===== config.mk =====
export PLATFORM = sky130hd
export DESIGN_NAME = chu_vga_card_flip_core
export DESIGN_NICKNAME = d
export VERILOG_FILES = /design/src/rtl/chu_vga_card_flip_core.sv
export SDC_FILE = /design/constraint.sdc
export NUM_CORES = 2
export LEC_CHECK = 0
export ABC_AREA = 1
export CELL_PAD_IN_SITES_DETAIL_PLACEMENT = 1
export CELL_PAD_IN_SITES_GLOBAL_PLACEMENT = 2
export CORE_MARGIN = 8
export CORE_UTILIZATION = 40
export DETAILED_ROUTE_END_ITERATION = 10
export PLACE_DENSITY_LB_ADDON = 0.1
export SLEW_MARGIN = 40
export SYNTH_ARGS = -nofsm -noshare
export SYNTH_HDL_FRONTEND = slang
export SYNTH_SLANG_ARGS = --single-unit

===== constraint.sdc =====
create_clock -name clk -period 11.65 [get_ports clk]
set_clock_uncertainty 0.2 [all_clocks]
set_input_delay 1.165 -clock clk [delete_from_list [all_inputs] [get_ports clk]]
set_output_delay 1.165 -clock clk [all_outputs]
set_load 0.03 [all_outputs]

===== src/rtl/chu_vga_card_flip_core.sv =====
`timescale 1ns/1ps
`default_nettype none
// ============================================================================
// Module   : chu_vga_card_flip_core
// Purpose  : Card-overlay video core. A COLS x ROWS tile map of card codes is
//            rendered through an external glyph ROM and blended onto the
//            pixel stream (key / bypass / 50% alpha). A flip engine wipes one
//            face-down card to face-up, one tile line per FRAMES_PER_STEP
//            frames, then clears its hidden bit.
// Revision : 1.0 - initial release
// ============================================================================
module chu_vga_card_flip_core #(
    parameter int CD              = 12,
    parameter int COLS            = 32,
    parameter int ROWS            = 8,
    parameter int CODE_W          = 6,
    parameter int TILE_PX         = 16,
    parameter int BACK_CODE       = 63,
    parameter int FRAMES_PER_STEP = 2
) (
    input  logic                                  clk,
    input  logic                                  reset_n,
    input  logic [10:0]                           x,
    input  logic [10:0]                           y,
    input  logic                                  cs,
    input  logic                                  write,
    input  logic [13:0]                           addr,
    input  logic [31:0]                           wr_data,
    output logic [31:0]                           rd_data,
    output logic [CODE_W+2*$clog2(TILE_PX)-1:0]   glyph_addr,
    input  logic                                  glyph_pix,
    input  logic [CD-1:0]                         si_rgb,
    output logic [CD-1:0]                         so_rgb
);

    localparam int c_tb  = $clog2(TILE_PX);
    localparam int c_cb  = $clog2(COLS);
    localparam int c_rb  = $clog2(ROWS);
    localparam int c_sw  = c_cb + c_rb;
    localparam int c_chw = CD / 3;
    localparam int c_fcw = (FRAMES_PER_STEP > 1) ? $clog2(FRAMES_PER_STEP) : 1;

    localparam logic [c_fcw-1:0]  c_fc_last   = c_fcw'(FRAMES_PER_STEP - 1);
    localparam logic [7:0]        c_prog_done = 8'(TILE_PX);
    localparam logic [CODE_W-1:0] c_back      = CODE_W'(BACK_CODE);

    localparam logic [1:0] c_st_idle  = 2'd0;
    localparam logic [1:0] c_st_run   = 2'd1;
    localparam logic [1:0] c_st_clear = 2'd2;

    // Tile map entry layout: {hidden, code}
    logic [CODE_W:0]      r_map [COLS*ROWS];

    logic [1:0]           r_state;
    logic [c_sw-1:0]      r_slot;
    logic [7:0]           r_progress;
    logic [c_fcw-1:0]     r_frame_cnt;
    logic [1:0]           r_mode;
    logic [CD-1:0]        r_fg;
    logic                 r_prev_origin;

    logic [CODE_W:0]      r_ent;
    logic [c_sw-1:0]      r_pslot;
    logic [c_tb-1:0]      r_yin;
    logic [c_tb-1:0]      r_xin;
    logic [CD-1:0]        r_si1;
    logic [CD-1:0]        r_si2;

    logic                 w_tile_wr;
    logic                 w_reg_wr;
    logic                 w_flip_start;
    logic                 w_origin;
    logic                 w_strobe;
    logic                 w_busy;
    logic                 w_eng_clear;
    logic [c_sw-1:0]      w_pix_slot;
    logic                 w_reveal;
    logic [CODE_W-1:0]    w_eff_code;
    logic [CD-1:0]        w_avg;
    logic [CD-1:0]        w_blend;
    logic                 w_unused_inputs;

    assign w_tile_wr    = cs & write & ~addr[13];
    assign w_reg_wr     = cs & write & addr[13];
    assign w_flip_start = w_reg_wr && (addr[2:0] == 3'd2);
    assign w_origin     = (x == 11'd0) && (y == 11'd0);
    assign w_strobe     = w_origin & ~r_prev_origin;
    assign w_busy       = (r_state != c_st_idle);
    // The CPU owns the single map write port; the engine waits a cycle if needed.
    assign w_eng_clear  = (r_state == c_st_clear) && !w_tile_wr;
    // Screen coordinates wrap modulo the map size by plain truncation.
    assign w_pix_slot   = {y[c_tb+c_rb-1:c_tb], x[c_tb+c_cb-1:c_tb]};
    assign rd_data      = {w_busy, 23'd0, r_progress};
    assign w_unused_inputs = ^{x, y, addr, wr_data};

    // Tile map storage: CPU writes first, engine hidden-bit clear otherwise.
    always_ff @(posedge clk) begin
        if (w_tile_wr) begin
            r_map[addr[c_sw-1:0]] <= {wr_data[8], wr_data[CODE_W-1:0]};
        end else if (w_eng_clear) begin
            r_map[r_slot][CODE_W] <= 1'b0;
        end
    end

    // Control registers written by the CPU.
    always_ff @(posedge clk or negedge reset_n) begin
        if (!reset_n) begin
            r_mode <= 2'b00;
            r_fg   <= '1;
        end else if (w_reg_wr) begin
            case (addr[2:0])
                3'd0:    r_mode <= wr_data[1:0];
                3'd1:    r_fg   <= wr_data[CD-1:0];
                default: ;
            endcase
        end
    end

    // Frame-start detector history.
    always_ff @(posedge clk or negedge reset_n) begin
        if (!reset_n) begin
            r_prev_origin <= 1'b0;
        end else begin
            r_prev_origin <= w_origin;
        end
    end

    // Flip engine: latch slot, advance the wipe per frame group, clear hidden.
    always_ff @(posedge clk or negedge reset_n) begin
        if (!reset_n) begin
            r_state     <= c_st_idle;
            r_slot      <= '0;
            r_progress  <= 8'd0;
            r_frame_cnt <= '0;
        end else begin
            case (r_state)
                c_st_idle: begin
                    if (w_flip_start) begin
                        r_slot      <= wr_data[c_sw-1:0];
                        r_progress  <= 8'd0;
                        r_frame_cnt <= '0;
                        r_state     <= c_st_run;
                    end
                end
                c_st_run: begin
                    if (w_strobe) begin
                        if (r_frame_cnt == c_fc_last) begin
                            r_frame_cnt <= '0;
                            r_progress  <= r_progress + 8'd1;
                            if (r_progress + 8'd1 == c_prog_done) begin
                                r_state <= c_st_clear;
                            end
                        end else begin
                            r_frame_cnt <= r_frame_cnt + 1'b1;
                        end
                    end
                end
                c_st_clear: begin
                    if (w_eng_clear) begin
                        r_state <= c_st_idle;
                    end
                end
                default: r_state <= c_st_idle;
            endcase
        end
    end

    // Lines above the wipe front of the flipping slot show the real face.
    assign w_reveal   = w_busy && (r_pslot == r_slot) &&
                        ({{(8-c_tb){1'b0}}, r_yin} < r_progress);
    assign w_eff_code = (r_ent[CODE_W] && !w_reveal) ? c_back : r_ent[CODE_W-1:0];

    // Pixel pipeline: map read, glyph address, blended output.
    always_ff @(posedge clk or negedge reset_n) begin
        if (!reset_n) begin
            r_ent      <= '0;
            r_pslot    <= '0;
            r_yin      <= '0;
            r_xin      <= '0;
            r_si1      <= '0;
            r_si2      <= '0;
            glyph_addr <= '0;
            so_rgb     <= '0;
        end else begin
            r_ent      <= r_map[w_pix_slot];
            r_pslot    <= w_pix_slot;
            r_yin      <= y[c_tb-1:0];
            r_xin      <= x[c_tb-1:0];
            r_si1      <= si_rgb;
            glyph_addr <= {w_eff_code, r_yin, r_xin};
            r_si2      <= r_si1;
            so_rgb     <= w_blend;
        end
    end

    // Per-channel average, one carry bit wide, truncated back to channel width.
    for (genvar i = 0; i < 3; i++) begin : g_ch
        logic [c_chw:0] w_sum;
        assign w_sum = {1'b0, r_fg[i*c_chw +: c_chw]} + {1'b0, r_si2[i*c_chw +: c_chw]};
        assign w_avg[i*c_chw +: c_chw] = w_sum[c_chw:1];
    end

    // Mode mux; mode 11 falls through to chroma-key.
    always_comb begin
        w_blend = r_si2;
        case (r_mode)
            2'b01:   w_blend = r_si2;
            2'b10:   if (glyph_pix) w_blend = w_avg;
            default: if (glyph_pix) w_blend = r_fg;
        endcase
    end

endmodule
`default_nettype wire


Yosys cells after proc, flatten, opt, wreduce, memory -nomap -nowiden
Memories as Yosys holds them, arrays and structs flattened. A register that Yosys moved wholly into a read port is not among the register bits.
Cells that the tools add are included.
Word-level totals
  register bits after elaboration: 100
  RAM bits: 1792
  bits of input ports: 85
  output and inout port bits: 58
  logic and storage cells: 88
  memories: 1
Memory list
  r_map: words 256, width 7, read ports 1, clocked after Yosys merged registers in 1, wr ports 1, RTL line 52  | logic [CODE_W:0] r_map [COLS*ROWS];
Operators by class
  add/sub/neg operators: 5
  $lt $le $gt $ge: 1
  eq/ne operators: 13
  mux-type cells: 26
  bitwise gates (word level): 6
  reduce and logical (&&, ||, !) cells: 22
Operators with widths (number)
  8-bit two-way mux: 4
  12-bit two-way mux: 2
  12-bit one-hot mux with 2 select lines: 1
  11-bit zero test: 2
  8-bit one-hot mux with 2 select lines: 1
  4-bit by 4-bit adder with 5-bit output: 3
  2-bit two-way mux: 6
  2-bit inequality test (second input constant): 5
  8-bit by 1-bit adder with 8-bit output (second input constant): 1
  8-bit by 5-bit equality test with 1-bit output (second input constant): 1
  8-bit equality test: 1
  4-bit by 8-bit < comparator with 1-bit output: 1
  1-bit two-way mux: 8
  7-bit two-way mux: 1
  7-bit OR reduction: 1
  1-bit logical AND: 6
  6-bit two-way mux: 1
  2-bit one-hot mux with 3 select lines: 1
  2-bit AND reduction: 3
  5-bit AND reduction: 1
  1-bit AND: 4
  2-bit by 1-bit equality test with 1-bit output (second input constant): 2
  2-bit equality test (second input constant): 2
  4-bit AND reduction: 1
  10 further kinds: 14

Depth between registers and ports, before layout
  depth after elaboration: 9
  depth in mapped cells: 20
  depth with buffers taken out: 17

Worst setup path after synthesis
Ideal clock, no wire load.
  kind: input-to-reg
  from: in write
  to: mem r_map[0][0] in the netlist's numbering, data pin
  setup time: 1402 ps
  arrival: 7686 ps
  required time: 10048 ps
  path slack: 2362 ps
  cell stages on the path: 7
  path buffers: 1
  cells stage by stage: inv_1 -> nor3_4 -> inv_2 -> nand2_2 -> inv_2 -> buf_6 -> nor2_1
RTL lines
  start, declared: RTL line 26  | input logic write,
  end, declared: RTL line 52

==> Implementation_results.wiki <==
{| class="wikitable"
! Metric !! Value
|-
| Status || finished, final reports clean
|-
| Longest individual stage delay on the worst path || roughly 740 ps
|-
| H-Tree Level Count || 4
|-
| Worst-path clk slew || roughly 60 ps
|-
| GRT Resource Usage Total || a little under a quarter
|-
| Antenna violations before repair || 14
|-
| Total of buffers placed on input and output ports || 94
|-
| Most prevalent standard cell on the critical path || nand2_1
|-
| Total count of max-transition violations in the final report || 0
|-
| Row count || between 150 and 200
|-
| Distinct cell type count of the synthesized netlist || 47
|-
| Switching pwr || 4.30 mW
|-
| Most common cell after layout, fill and taps aside || nand2_1
|-
| Synth Cell Area || just over 80000 um^2
|-
| Post-synthesis register bit count || 1899
|-
| # Max-Cap Violations || 0
|-
| Post-synthesis to final-layout area growth || 12.6%
|-
| Nets || 8016
|-
| Vias in the first global route || 58500
|-
| Layout cell share with drive strength beyond 1 || 6.32%
|-
| Total power || 16.2 mW
|-
| Required time worst endpoint || 12200 ps
|-
| Synthesized area per cell || 10.3 um^2
|-
| Most frequent cells in the layout || nand2_1, edfxtp_1, nor2_1, nand3_1, inv_1
|-
| Area contributors post-synth || edfxtp_1, nand2_1, nor2_1, nand3_1, o21ai_0
|-
| Routability cong. || 0.779
|-
| Total congestion overflow || 0
|-
| Type of the most critical hold path || input port to asynchronous set/reset pin
|-
| Leakage || roughly 34 nW
|-
| DR pass1 iterations || 8
|-
| Fraction of synthesized cell area taken by the top area cell type || approximately 66%
|-
| First-pass GRT wire length || 377 mm
|-
| Crit Path Class || input port to register
|-
| Seq pwr share || 48.2%
|-
| Fin crit share || 44.8%
|-
| Hold-fix buffers at CTS || 0
|-
| Synth warnings || 0
|-
| Combinational fraction of design power || 11.8%
|-
| TritonCTS sink count || between 1500 and 2000
|-
| Sequential share of the synthesized area || 68.8%
|-
| Worst hold slack after final layout || about 140 ps
|-
| Synthesized instance count || roughly 8000
|-
| Routed WL per cell || 23.6 um
|-
| Number of design-rule violations left by the first detailed-router iteration || 4064
|-
| Number of clock buffers inserted by TritonCTS || between 200 and 250
|-
| DR vias/cell || about 5.3
|-
| Transition time of the tightest slew-check pin || 917 ps
|-
| Number of setup violations in the final report || 0
|-
| Highest Clock Rate || 192 MHz
|-
| Pin count of the biggest net entering global routing || 178
|-
| Clk root buf || clkbuf_16
|-
| Worst max-slew margin expressed relative to the limit || 38.9%
|-
| Overall die height || approximately 470 um
|-
| Internal power component || 11.9 mW
|-
| Arrival time at the worst endpoint || 5770 ps
|-
| Crit path time final || 5220 ps
|-
| Ordered list of cells on the worst path || buf_8 -> buf_6 -> buf_12 -> buf_16 -> buf_4 -> nor2_1 -> nor2_1 -> o21ai_0 -> a21oi_1 -> nor2_1 -> nand2_1 -> nand3_1 -> nand2_1 -> nand2_1 -> nand2_1 -> inv_1 -> nand2_1
|-
| CTS tree || done
|-
| Clock latency reported for the late side of the worst-skew pair || 840 ps
|-
| Number of primary I/O pins || ~140
|-
| Startpoint type of the worst setup path || input port
|-
| Width of the die || 469 um
|-
| Total number of vias || 56700
|-
| Number of nets with antenna violations after routing || 0
|-
| Final WL || 254 mm
|-
| Maximum fanout along the worst path || about 120
|-
| Critical Path End Type || register
|-
| Yosys top cell by area || edfxtp_1
|-
| Standard cell core area || 204000 um^2
|-
| DP Wirelength || between 100 and 150 mm
|-
| Number of cells upsized or downsized after cts || 0
|-
| Final hold viol count || 0
|-
| Clock power frac || ~40%
|-
| Pwr dens || ~180 nW/um^2
|-
| Setup repair after global routing missed its margin || no
|-
| Worst-case clock buffer depth || 3
|-
| Number of DRC violations after detailed routing || 0
|-
| Final-layout setup total negative slack || 0 ps
|-
| Slowest cell on crit path || buf_4
|-
| Die ar. || between 200000 and 250000 um^2
|-
| Initial standard-cell utilization of the core || 40.2%
|-
| Sw frac || around a quarter
|-
| Worst IR Drop VDD || 0.000158 V
|-
| Share of the core filled with cells || 45.2%
|-
| Post CTS Setup Buffer Count || 0
|}
path summary, 6_finish.rpt:
path / startpoint / to / slack (ps) / cells past startpoint
hold reg to reg: r_xin[2]$_DFF_PN0_ / glyph_addr[2]$_DFF_PN0_ / 140 / 0
setup / recovery: x[4] / r_ent[1]$_DFF_PN0_ / 6430 / 17
min in group clk: r_xin[2]$_DFF_PN0_ / glyph_addr[2]$_DFF_PN0_ / 140 / 0
hold / removal: reset_n / r_si2[1]$_DFF_PN0_ / 140 / 1
max in group asynchronous: reset_n / glyph_addr[11]$_DFF_PN0_ / 9990 / 2
setup reg to reg: r_state[0]$_DFFE_PN0P_ / r_map[203][0]$_DFFE_PP_ / 7280 / 11
per-stage QoR:
step	instance area [um^2]	cells	setup slack (ps)
final	92500	10800	6430
after global routing	92500	10800	6170
after CTS	92200	10800	6310
after detailed placement	85600	10400	5400
after global placement	85300	10400	5420
after floorplan	82200	7999	2360
cell type report:
| type | instances | area (um^2) |
|---|---|---|
| tap | 2688 | 3360 |
| timing repair buffer | 201 | 2250 |
| multi-input combinational | 5049 | 21600 |
| fill | 22200 | 112000 |
| antenna | 1 | 2.50 |
| clock inverter | 108 | 981 |
| clock buffer | 279 | 5650 |
| sequential | 1899 | 56500 |
| inverter | 553 | 2110 |
per-layer routing:
metal  vias up  routed length, um  GRT usage (%)
met5         -                 58              0
met1     28900             118000           32.2
met2      1116             118000           37.5
met3       333              11800           3.09
met4         8               5990           5.47
li1      26300                  -              -
logic make-up (layout without fill, tap and decap cells):
| kind of cell | Yosys count | in the layout | share of synthesized area, % |
|---|---|---|---|
| DFF | 1899 | 1899 | 68.8 |
| buffers and inverters | 1051 | 1141 | 5.18 |
| adders and majority gates | 18 | 18 | 0.302 |
| muxes | 2 | 2 | 0.0274 |
| other | 1 | 24 | 0.00457 |
| and+or+nand+nor | 4316 | 4316 | 21.2 |
| AOI/OAI and AO/OA | 680 | 680 | 4.40 |
| xor gates and xnor gates | 10 | 10 | 0.107 |
flip-flops by register name (all words and copies together) (netlist names):
name           count
r_fg              12
r_ent              7
r_xin              4
r_map           1792
r_pslot            8
r_progress         8
r_si1             12
so_rgb            12
r_si2             12
r_slot             8
r_state            2
r_frame_cnt        1
glyph_addr        14
r_yin              4
r_prev_origin      1
r_mode             2
critical path: cells and delay by family:
kind	cells	cell delay (ps)
AOI/OAI and AO/OA	2	320
buffers and inverters	6	2620
and+or+nand+nor	9	1340
cells in the mapped netlist, drive strengths merged:
cell type / count
a211oi: 1
a21boi: 1
a21oi: 95
a31o: 3
a31oi: 1
a32oi: 8
and2: 1
and3: 2
buf: 235
clkbuf: 263
clkinv: 4
conb: 1
dfrtp: 95
dfstp: 12
edfxtp: 1792
fa: 3
ha: 15
inv: 549
mux2: 2
nand2: 2203
nand3: 673
nand3b: 5
nand4: 4
nor2: 1393
nor3: 6
nor4: 4
o211ai: 40
o21a: 1
o21ai: 512
o21bai: 1
o22ai: 15
o31ai: 2
or2: 25
xnor2: 2
xor2: 8
power by group through the flow:
stage / logic [mW] / registers, mW / clock network, mW
floorplan: 0.954 / 8.11 / 0
global placement: 1.86 / 7.97 / 0
detailed placement: 1.92 / 7.97 / 0
CTS: 1.92 / 7.83 / 6.64
global route: 2.07 / 7.83 / 6.87
finish: 1.91 / 7.83 / 6.48
Power figures use the tool's default switching activity.
